<file path="src/rtl/register_file.sv">
// register_file: multi-entry register bank with one write port and two
// independent registered read ports, a synchronous clear-all, per-entry
// valid flags and optional write-to-read bypass.
//
// Parameters:
//   WIDTH     data width of every entry and of d/qa/qb
//   DEPTH     number of entries (>= 2, need not be a power of two)
//   BYPASS    1: reads see the array after this edge's clear/write
//             0: reads see the array before this edge
//   RESET_VAL value loaded into entries and read outputs on reset/clear
//
// Ports:
//   clk      rising-edge clock
//   reset    asynchronous active-low reset
//   load     write enable
//   waddr    write address
//   d        write data
//   clear    synchronous clear of all entries and valid flags (beats load)
//   raddr_a  read address, port A
//   raddr_b  read address, port B
//   qa, qb   registered read data
//   va, vb   registered valid flag of the entry read
//   err      sticky flag for any out-of-range address; cleared by reset only
module register_file #(
  parameter int WIDTH = 8,
  parameter int DEPTH = 8,
  parameter bit BYPASS = 1'b1,
  parameter logic [WIDTH-1:0] RESET_VAL = {WIDTH{1'b0}},
  localparam int AW = $clog2(DEPTH)
) (
  input  logic             clk,
  input  logic             reset,
  input  logic             load,
  input  logic [AW-1:0]    waddr,
  input  logic [WIDTH-1:0] d,
  input  logic             clear,
  input  logic [AW-1:0]    raddr_a,
  input  logic [AW-1:0]    raddr_b,
  output logic [WIDTH-1:0] qa,
  output logic [WIDTH-1:0] qb,
  output logic             va,
  output logic             vb,
  output logic             err
);

  logic [WIDTH-1:0] mem_r     [DEPTH];
  logic [DEPTH-1:0] valid_r;
  logic [WIDTH-1:0] mem_nxt_s [DEPTH];
  logic [DEPTH-1:0] valid_nxt_s;
  logic [WIDTH-1:0] rd_mem_s  [DEPTH];
  logic [DEPTH-1:0] rd_valid_s;
  logic             err_hit_s;

  // An address is legal when it names an existing entry; with a
  // non-power-of-two DEPTH the top address codes are unused.
  function automatic logic in_range(input logic [AW-1:0] addr);
    in_range = (32'(addr) < DEPTH);
  endfunction

  // Post-edge array contents: clear wins over load; an out-of-range waddr
  // matches no entry, so it writes nothing.
  always_comb begin
    for (int i = 0; i < DEPTH; i++) begin
      if (clear) begin
        mem_nxt_s[i]   = RESET_VAL;
        valid_nxt_s[i] = 1'b0;
      end else if (load && (waddr == AW'(i))) begin
        mem_nxt_s[i]   = d;
        valid_nxt_s[i] = 1'b1;
      end else begin
        mem_nxt_s[i]   = mem_r[i];
        valid_nxt_s[i] = valid_r[i];
      end
    end
  end

  // Read source: forwarded post-edge contents or the current array.
  always_comb begin
    for (int i = 0; i < DEPTH; i++) begin
      if (BYPASS) begin
        rd_mem_s[i]   = mem_nxt_s[i];
        rd_valid_s[i] = valid_nxt_s[i];
      end else begin
        rd_mem_s[i]   = mem_r[i];
        rd_valid_s[i] = valid_r[i];
      end
    end
  end

  // Any illegal address sampled this edge; waddr only counts when the
  // write is not suppressed by clear.
  always_comb begin
    err_hit_s = (!clear && load && !in_range(waddr))
              || !in_range(raddr_a) || !in_range(raddr_b);
  end

  // Storage array and valid flags.
  always_ff @(posedge clk or negedge reset) begin
    if (!reset) begin
      for (int i = 0; i < DEPTH; i++) begin
        mem_r[i] <= RESET_VAL;
      end
      valid_r <= {DEPTH{1'b0}};
    end else begin
      for (int i = 0; i < DEPTH; i++) begin
        mem_r[i] <= mem_nxt_s[i];
      end
      valid_r <= valid_nxt_s;
    end
  end

  // Registered read ports and the sticky error flag.
  always_ff @(posedge clk or negedge reset) begin
    if (!reset) begin
      qa  <= RESET_VAL;
      qb  <= RESET_VAL;
      va  <= 1'b0;
      vb  <= 1'b0;
      err <= 1'b0;
    end else begin
      if (in_range(raddr_a)) begin
        qa <= rd_mem_s[raddr_a];
        va <= rd_valid_s[raddr_a];
      end else begin
        qa <= RESET_VAL;
        va <= 1'b0;
      end
      if (in_range(raddr_b)) begin
        qb <= rd_mem_s[raddr_b];
        vb <= rd_valid_s[raddr_b];
      end else begin
        qb <= RESET_VAL;
        vb <= 1'b0;
      end
      err <= err | err_hit_s;
    end
  end

endmodule

</file>
<file path="config.mk">
export PLATFORM = sky130hd
export DESIGN_NAME = register_file
export DESIGN_NICKNAME = d
export VERILOG_FILES = /design/src/rtl/register_file.sv
export SDC_FILE = /design/constraint.sdc
export NUM_CORES = 1
export LEC_CHECK = 0
export CAP_MARGIN = 15
export CELL_PAD_IN_SITES_DETAIL_PLACEMENT = 1
export CELL_PAD_IN_SITES_GLOBAL_PLACEMENT = 1
export CORE_ASPECT_RATIO = 0.7
export CORE_UTILIZATION = 41
export DETAILED_ROUTE_END_ITERATION = 12
export PLACE_DENSITY = 0.85
export SETUP_SLACK_MARGIN = 0.4
export SLEW_MARGIN = 10
export SYNTH_ARGS = -nofsm -noshare
export SYNTH_HDL_FRONTEND = slang
export SYNTH_SLANG_ARGS = --single-unit
</file>
<file path="constraint.sdc">
create_clock -name clk -period 1.4 [get_ports clk]
set_clock_uncertainty 0.15 [all_clocks]
set_input_delay 0.14 -clock clk [delete_from_list [all_inputs] [get_ports clk]]
set_output_delay 0.14 -clock clk [all_outputs]
set_load 0.1 [all_outputs]
</file>
==> results of run 1 <==
## cells by family after synthesis
family / share of synthesized area, %
other cells: 0.0699
compound gates: 24.5
buf+inv: 6.67
xor+xnor: 0.933
simple gates: 20.7
mux: 5.09
flops: 42.0
## routing by layer
layer,global-route usage [%],GRT overflow
met5,14.7,0
met3,66.9,2
met2,95.0,65
met1,81.0,1
met4,80.9,48
## through the flow
step	worst slack, ns	hold WS (ns)	cells	cell area, um^2	util, %
2_1_floorplan	-0.179	-0.306	590	5670	-
3_3_place_gp	-1.27	0.00844	896	7250	57.6
3_5_place_dp	-1.29	0.0148	896	7250	57.6
4_1_cts	-0.200	0.0870	963	8970	71.2
## repair_timing
action / 4_1_cts
setup endpoints to repair: 108
gates resized for setup: 285
hold buffers: 1
pin swaps: 63
buffers inserted: 48
endpoints found under the hold margin: 90
gates cloned: 2
==> impl_metrics.csv, run 1 <==
group,metric,value,unit
floorplan,placementRows,34,
synthesis,number_of_synthesized_flops_with_an_enable_pin,0,
synthesis,yosys_register_bits,90,
placement,gp_routability_congestion,0.958,
placement,port_buffers,38,
floorplan,floorplan.initialDensity,42.6,%
synthesis,netlist.top_cell.by_area,"dfrtp_1",
global_route,maximum_number_of_pins_on_one_net_before_global_route_repair,57,
synthesis,synth.cell_area,0.00536,mm^2
synthesis,post_synth.cell_area_avg,9.09,um^2
run_status,outcome,"stopped before the end",
synthesis,synth.distinct_cells,68,
global_route,grt_antenna_before_repair,8,
floorplan,design.portCount,40,
synthesis,synthMostInstantiatedCell,"nand2_1",
synthesis,synthTopCellsByArea,"dfrtp_1, a21oi_1, nand2_1, mux2i_1, nor2_1",
clock_network,root_buffer,"clkbuf_16",
placement,dpl.hpwl,17000,um
synthesis,yosys.area.top_type_share,42.0,%
synthesis,synth_common_cells,"nand2_1, dfrtp_1, a21oi_1",
sta,endpoint_type,"sequential cell input",
clock_network,htreeDepth,3,
sta,grt_repair_worst_endpoint,"qa[3]$_DFF_PN0_/D",
clock_network,cts_inserted_buffers,9,
synthesis,synth.yosys.seq_area_share,42.0,%
clock_network,cts_max_path_buffers,2,
synthesis,syn_nets,611,
floorplan,die_height,97.7,um
global_route,grt_use_total,79.9,%
synthesis,syn_warnings,0,
global_route,grt_total_ovfl,116,
synthesis,synthFlopType,"dfrtp_1",
synthesis,synthesis.instances,590,
floorplan,die_w,139,um
run_status,toolErrorMsg,"[ERROR GRT-0232] Routing congestion too high. Check the congestion heatmap in the GUI.",
run_status,haltStage,"global routing",
clock_network,cts.sinks,90,
synthesis,synthArstFlopShare,100,%
==> run 2: changes to the inputs <==
==> config.mk (replaced) <==
export PLATFORM = sky130hd
export DESIGN_NAME = register_file
export DESIGN_NICKNAME = d
export VERILOG_FILES = /design/src/rtl/register_file.sv
export SDC_FILE = /design/constraint.sdc
export NUM_CORES = 1
export LEC_CHECK = 0
export CAP_MARGIN = 15
export CORE_UTILIZATION = 35
export DETAILED_ROUTE_END_ITERATION = 12
export PLACE_DENSITY_LB_ADDON = 0.15
export SLEW_MARGIN = 10
export SYNTH_ARGS = -nofsm -noshare
export SYNTH_HDL_FRONTEND = slang
export SYNTH_SLANG_ARGS = --single-unit
==> constraint.sdc (replaced) <==
create_clock -name clk -period 1.8 [get_ports clk]
set_clock_uncertainty 0.15 [all_clocks]
set_input_delay 0.18 -clock clk [delete_from_list [all_inputs] [get_ports clk]]
set_output_delay 0.18 -clock clk [all_outputs]
set_load 0.1 [all_outputs]
==> run 2 against run 1 <==
Synthesized cell count unchanged. Area after synthesis unchanged. The flow now finishes, with violations (setup timing).
==> impl_metrics.csv, run 2 <==
group,metric,value,unit
final_layout,max_ffs_per_register,64,
setup_path,slack_of_the_worst_reg_to_reg_path,0.26,ns
sta,min_period_over_period,100,%
route,ant_nets,0,
placement,dpl.hpwl,14600,um
route,detailroute.via_count,5338,
setup_path,type_of_the_worst_setup_path,"input pin to register",
setup_path,crit_arrival,1.89,ns
sta,unrepaired_setup_endpoints_after_global_routing,"false",
final_layout,final_nets,752,
synthesis,synth.yosys.seq_area_share,42.0,%
global_route,global_route_wire_length_before_repair,30800,um
global_route,grt_total_ovfl,0,
synthesis,synthMostInstantiatedCell,"nand2_1",
placement,port_buffers,38,
setup_path,critical_path_required,1.89,ns
floorplan,die_footprint,0.0158,mm^2
global_route,via_count_of_the_first_global_routing_pass,5248,
final_layout,most_used_cells_in_the_layout_excluding_fill_and_tap_cells,"buf_4, nand2_1, dfrtp_1, a21oi_1, nor2_1",
clock_network,path_clk_slew,0.06,ns
global_route,gr_util_met2,41.8,%
sta,final-setup-viol-count,1,
sta,final.setup.worst_slack,-0.00198,ns
synthesis,synth_common_cells,"nand2_1, dfrtp_1, a21oi_1",
route,number_of_design_rule_violations_left_after_detail_routing,0,
min_path,hold-path-endpoint,"mem_r[59]",
floorplan,design.portCount,40,
run,drv.max_cap_violation_count,0,
route,route.final.wire_length,19900,um
setup_path,timing.critical_path.to_type,"register",
synthesis,synthFlopType,"dfrtp_1",
sta,timing_max_transition_violations_final,0,
floorplan,die_height,126,um
sta,final-hold-violation-count,0,
power,max-vdd-ir-drop,389,uV
synthesis,synthesis.instances,590,
synthesis,synthTopCellsByArea,"dfrtp_1, a21oi_1, nand2_1, mux2i_1, nor2_1",
min_path,hold_path.class,"input pin to register",
placement,gp_routability_congestion,0.979,
synthesis,synth.distinct_cells,68,
route,vias_per_cell,5.80,
clock_network,root_buffer,"clkbuf_16",
final_layout,layout.filler_cells,1325,
final_layout,drive_above_1_share,34.1,%
sta,tightestPinTransition,0.524,ns
floorplan,core,0.0148,mm^2
clock_network,cts_max_path_buffers,2,
synthesis,yosys_register_bits,90,
global_route,grt_use_total,26.0,%
route,drt-pass1-iter-count,6,
final_layout,max_flop_register,"mem_r",
synthesis,post_synth.cell_area_avg,9.09,um^2
global_route,maximum_number_of_pins_on_one_net_before_global_route_repair,91,
power,power_density,709,mW/mm^2
global_route,grt_util_met3,4.29,%
synthesis,netlist.top_cell.by_area,"dfrtp_1",
clock_network,cts_tree,"built",
final_layout,layout.cells.most_common,"buf_4",
setup_path,worst_r2r_path_depth,4,
power,leakagePower,3.31,nW
final_layout,syn2layout_area_growth,42.6,%
clock_network,htreeDepth,3,
floorplan,die_w,126,um
route,route.detailed.wl_per_inst,21.6,um
setup_path,start_kind,"input pin",
synthesis,number_of_synthesized_flops_with_an_enable_pin,0,
synthesis,yosys.area.top_type_share,42.0,%
synthesis,syn_warnings,0,
floorplan,floorplan.initialDensity,36.3,%
clock_network,cts.sinks,90,
setup_path,rr_startpoint,"mem_r[16]",
global_route,most_used_routing_layer_in_global_routing,"met2",
sta,clock.fmax,555,MHz
synthesis,syn_nets,611,
global_route,grt_antenna_before_repair,0,
sta,max_slew_margin,65.1,%
setup_path,critPathMaxFanout,15,
placement,place.detailed.instances,894,
run_status,outcome,"finished, violations left",
synthesis,synth.cell_area,0.00536,mm^2
sta,tns,-0.00198,ns
min_path,hp-start,"clear",
synthesis,synthArstFlopShare,100,%
clock_network,cts_inserted_buffers,9,
final_layout,antenna_cells_inserted,0,
min_path,worst_hold_path_stage_count,2,
sta,period_needed,1.80,ns
global_route,use_met1,34.8,%
final_layout,finish.cell_count_without_fillers,920,
floorplan,placementRows,44,
route,first_iter_violations,528,
clock_network,insertion_delay,0.35,ns
setup_path,regToRegEndpoint,"qb[0]",
run_status,failed_checks,"setup timing",
-- run 2: repair_timing --
action,CTS,global route
gates cloned,2,0
resized for setup,49,26
endpoints found under the setup margin,22,17
hold buffers,1,0
hold endpoints to repair,90,0
setup buffers,4,3
pin swaps,12,7
-- run 2: cells by family after synthesis --
logic type	Yosys count	share of synthesized area, %
AO/OA/AOI/OAI	183	24.5
AND/OR/NAND/NOR	218	20.7
other	1	0.0699
buffers and inverters	67	6.67
flip-flops	90	42.0
multiplexers	27	5.09
XOR/XNOR	4	0.933
-- run 2: worst max path at each step --
stage	start	end	slack, ns	depth (start not counted)
after floorplan	waddr[2]	qb[0]	0.08	8
after global placement	waddr[0]	qb[6]	-0.89	8
after detailed placement	waddr[0]	qb[6]	-0.94	8
after CTS	waddr[0]	qa[4]	0.01	9
after global routing	load	qb[0]	0.002	8
final	load	qb[0]	-0.002	8
-- run 2: worst max-delay path, cell delays in order --
cell,delay [ns]
dlygate4sd2_1,0.26
buf_12,0.16
and4bb_1,0.21
buf_6,0.15
mux2i_2,0.15
mux2_2,0.29
and3_4,0.18
nor4_2,0.31
-- run 2: power by group --
group	internal, mW	switching [mW]
combinational	0.582	0.821
sequential	2.09	0.0619
clock	1.07	0.800
-- run 2: cell type report --
type	instances	area [um^2]	area share, %
clock buffers	13	240	3.14
clock inverters	3	40.0	0.523
well taps	184	230	3.01
repair buffers	189	1840	24.1
multi-input cells	433	3010	39.4
inverters	8	30.0	0.393
flip-flops and latches	90	2250	29.4
-- run 2: metrics by stage --
step	utilization [%]	total power, mW	worst slack [ns]	hold slack, ns	cell area (um^2)
floorplan	-	2.85	0.0775	-0.266	5360
global placement	47.4	3.47	-0.894	0.117	6990
detailed placement	47.4	3.47	-0.937	0.119	6990
CTS	51.0	5.42	0.0101	0.135	7530
global route	51.8	5.63	0.00241	0.150	7650
finish	51.8	5.42	-0.00198	0.137	7650
-- run 2: per-layer routing --
layer | up-vias | part of all wire [%]
met5 | - | 0
met4 | 0 | 2.7
met3 | 41 | 6.4
met2 | 230 | 47
met1 | 2626 | 44
li1 | 2441 | -
No activity file was read; power rests on OpenSTA's default activity.
==> run 3: changes to the inputs <==
--- a/config.mk
+++ b/config.mk
@@ -6,6 +6,8 @@
 export NUM_CORES = 1
 export LEC_CHECK = 0
 export CAP_MARGIN = 15
+export CELL_PAD_IN_SITES_DETAIL_PLACEMENT = 0
+export CELL_PAD_IN_SITES_GLOBAL_PLACEMENT = 2
 export CORE_UTILIZATION = 35
 export DETAILED_ROUTE_END_ITERATION = 12
 export PLACE_DENSITY_LB_ADDON = 0.15
==> run 3 against run 2 <==
The run now ends clean. Power up 1.9%. Worst hold slack lost 0.12 ns. Flip-flop and latch count is the same. Sequential power hardly changed. Non-clock buffer count grew 4. Register-to-register slack better by 0.10 ns. Via count shrank 2.6%. Die area did not move. Cell count grew 0.33%. First-iteration DRC count down 2.8%. Clock-buffer cell count fell by 2. Largest cell class unchanged. Largest power group unchanged. Highest routed layer unchanged.
==> impl_metrics.csv, run 3 (synthesized netlist as in run 2, its figures left out) <==
group,metric,value,unit
final_layout,layout.cells.most_common,"buf_4",
sta,unrepaired_setup_endpoints_after_global_routing,"true",
setup_path,critPathMaxFanout,9,
final_layout,most_used_cells_in_the_layout_excluding_fill_and_tap_cells,"buf_4, nand2_1, dfrtp_1, a21oi_1, nor2_1",
floorplan,die_footprint,0.0158,mm^2
sta,final-hold-violation-count,0,
min_path,hold-path-endpoint,"valid_r[5]",
clock_network,cts.sinks,90,
clock_network,cts_tree,"built",
setup_path,start_kind,"input pin",
global_route,global_route_wire_length_before_repair,31800,um
setup_path,worst_r2r_path_depth,4,
clock_network,cts_max_path_buffers,2,
floorplan,die_w,126,um
power,comb_power_share,25.2,%
final_layout,drive_above_1_share,32.9,%
final_layout,syn2layout_area_growth,41.6,%
min_path,worst_hold_path_stage_count,2,
placement,dpl.hpwl,15100,um
clock_network,root_buffer,"clkbuf_16",
clock_network,path_clk_slew,0.07,ns
final_layout,final_design_area_no_fill,0.00759,mm^2
power,max-vdd-ir-drop,505,uV
power,switching_power_summed_over_all_nets,1.72,mW
floorplan,die_height,126,um
route,detailroute.via_count,5197,
run,drv.max_cap_violation_count,0,
route,first_iter_violations,513,
run_status,outcome,"finished, final reports clean",
sta,final.hold.worst_slack,0.0196,ns
power,power_density,728,mW/mm^2
global_route,grt_use_total,26.8,%
final_layout,final_core_utilization,51.5,%
sta,clock.fmax,569,MHz
power,swShare,31.1,%
setup_path,regToRegEndpoint,"qb[3]",
route,route.detailed.wl_per_inst,21.9,um
floorplan,placementRows,44,
route,route.final.wire_length,20200,um
placement,gp_routability_congestion,0.876,
final_layout,layout.filler_cells,1380,
clock_network,htreeDepth,3,
global_route,via_count_of_the_first_global_routing_pass,5363,
global_route,maximum_number_of_pins_on_one_net_before_global_route_repair,49,
sta,final-setup-viol-count,0,
sta,timing_max_transition_violations_final,0,
sta,tns,0,ns
setup_path,critical_path.slowest_cell,"a211o_1",
floorplan,floorplan.initialDensity,36.3,%
clock_network,cts_inserted_buffers,9,
sta,period_needed,1.76,ns
route,number_of_design_rule_violations_left_after_detail_routing,0,
final_layout,max_flop_register,"mem_r",
setup_path,critical_path_required,1.93,ns
global_route,grt_antenna_before_repair,0,
route,wl_met3,976,um
setup_path,max_stage_delay,0.35,ns
route,wl_met1,9470,um
route,top_layer_used,"met4",
setup_path,crit_arrival,1.88,ns
floorplan,core,0.0148,mm^2
setup_path,path_cells,"dlygate4sd2_1, buf_4, and4bb_2, nor2_2, a221oi_1, a211o_1, a31oi_1",
final_layout,antenna_cells_inserted,0,
floorplan,design.portCount,40,
setup_path,rr_startpoint,"mem_r[19]",
power,power.share.clock,36.1,%
min_path,hold_path.class,"input pin to register",
setup_path,type_of_the_worst_setup_path,"input pin to register",
power,leakagePower,3.34,nW
min_path,hp-start,"clear",
route,ant_nets,0,
route,detailroute.wirelength.met2,9390,um
final_layout,max_ffs_per_register,64,
setup_path,timing.critical_path.to_type,"register",
route,drt-pass1-iter-count,5,
route,vias_per_cell,5.63,
final_layout,final_nets,756,
placement,detailed_place.area,0.00697,mm^2
global_route,grt_total_ovfl,0,
placement,port_buffers,38,
sta,min_period_over_period,97.7,%
power,power_frac_seq,38.7,%
power,power_report.internal_total,3.81,mW
setup_path,slack_of_the_worst_reg_to_reg_path,0.36,ns
clock_network,insertion_delay,0.36,ns
-- run 3: changes by cell type in the layout (fill, tap and decap cells not counted), sizes merged --
cell           change
clkdlybuf4s15      -1
buf                +3
clkbuf             -1
clkinvlp           +1
dlygate4sd2        +1
-- run 3: timing repair --
item,4_1_cts,5_1_grt
buffers inserted,8,2
endpoints found under the hold margin,72,0
hold buffers,1,0
setup endpoints to repair,19,17
cloned,2,1
pin swaps,5,7
resized for setup,27,23
-- run 3: layout make-up --
type	count	area (um^2)	share of cell area [%]
sequential	90	2250	29.7
clock inverter	4	51.3	0.675
timing repair buffer	193	1870	24.7
clock buffer	11	253	3.33
tap	184	230	3.03
multi-input combinational	433	2910	38.3
inverter	8	30.0	0.395
-- run 3: power groups by stage --
stage | Combinational [mW] | Clock [mW] | Sequential (mW)
2_1_floorplan | 0.492 | 0 | 2.36
3_3_place_gp | 1.30 | 0 | 2.18
4_1_cts | 1.35 | 2.04 | 2.14
5_1_grt | 1.47 | 2.12 | 2.15
6_report | 1.39 | 1.99 | 2.14
3_5_place_dp | 1.30 | 0 | 2.18
-- run 3: per-layer routing --
layer  vias to the layer above  global-route usage [%]
met2                       150                    43.1
met5                         -                       0
met4                         0                    8.15
met3                        29                    5.14
li1                       2444                       -
met1                      2574                    36.4
-- run 3: worst max path at each step --
stage | slack, ns | cells after the start | from | to
2_1_floorplan | 0.08 | 8 | waddr[2] | qb[0]
4_1_cts | -0.03 | 9 | waddr[1] | qb[5]
5_1_grt | -0.003 | 7 | waddr[2] | qa[7]
3_3_place_gp | -0.81 | 7 | waddr[0] | qb[5]
3_5_place_dp | -0.81 | 7 | waddr[0] | qb[5]
6_report | 0.04 | 7 | waddr[2] | qa[5]
-- run 3: metrics by stage --
step	cells	setup WS (ns)	power, mW
after CTS	920	-0.0266	5.54
after floorplan	590	0.0775	2.85
final	923	0.0415	5.53
after global routing	923	-0.00299	5.73
after global placement	895	-0.806	3.47
after detailed placement	895	-0.811	3.48
-- run 3: worst max-delay path, delay by kind of cell --
| kind | cells | cell delay [ns] |
|---|---|---|
| AOI/OAI and AO/OA | 3 | 0.66 |
| buffers and inverters | 2 | 0.45 |
| and+or+nand+nor | 2 | 0.59 |
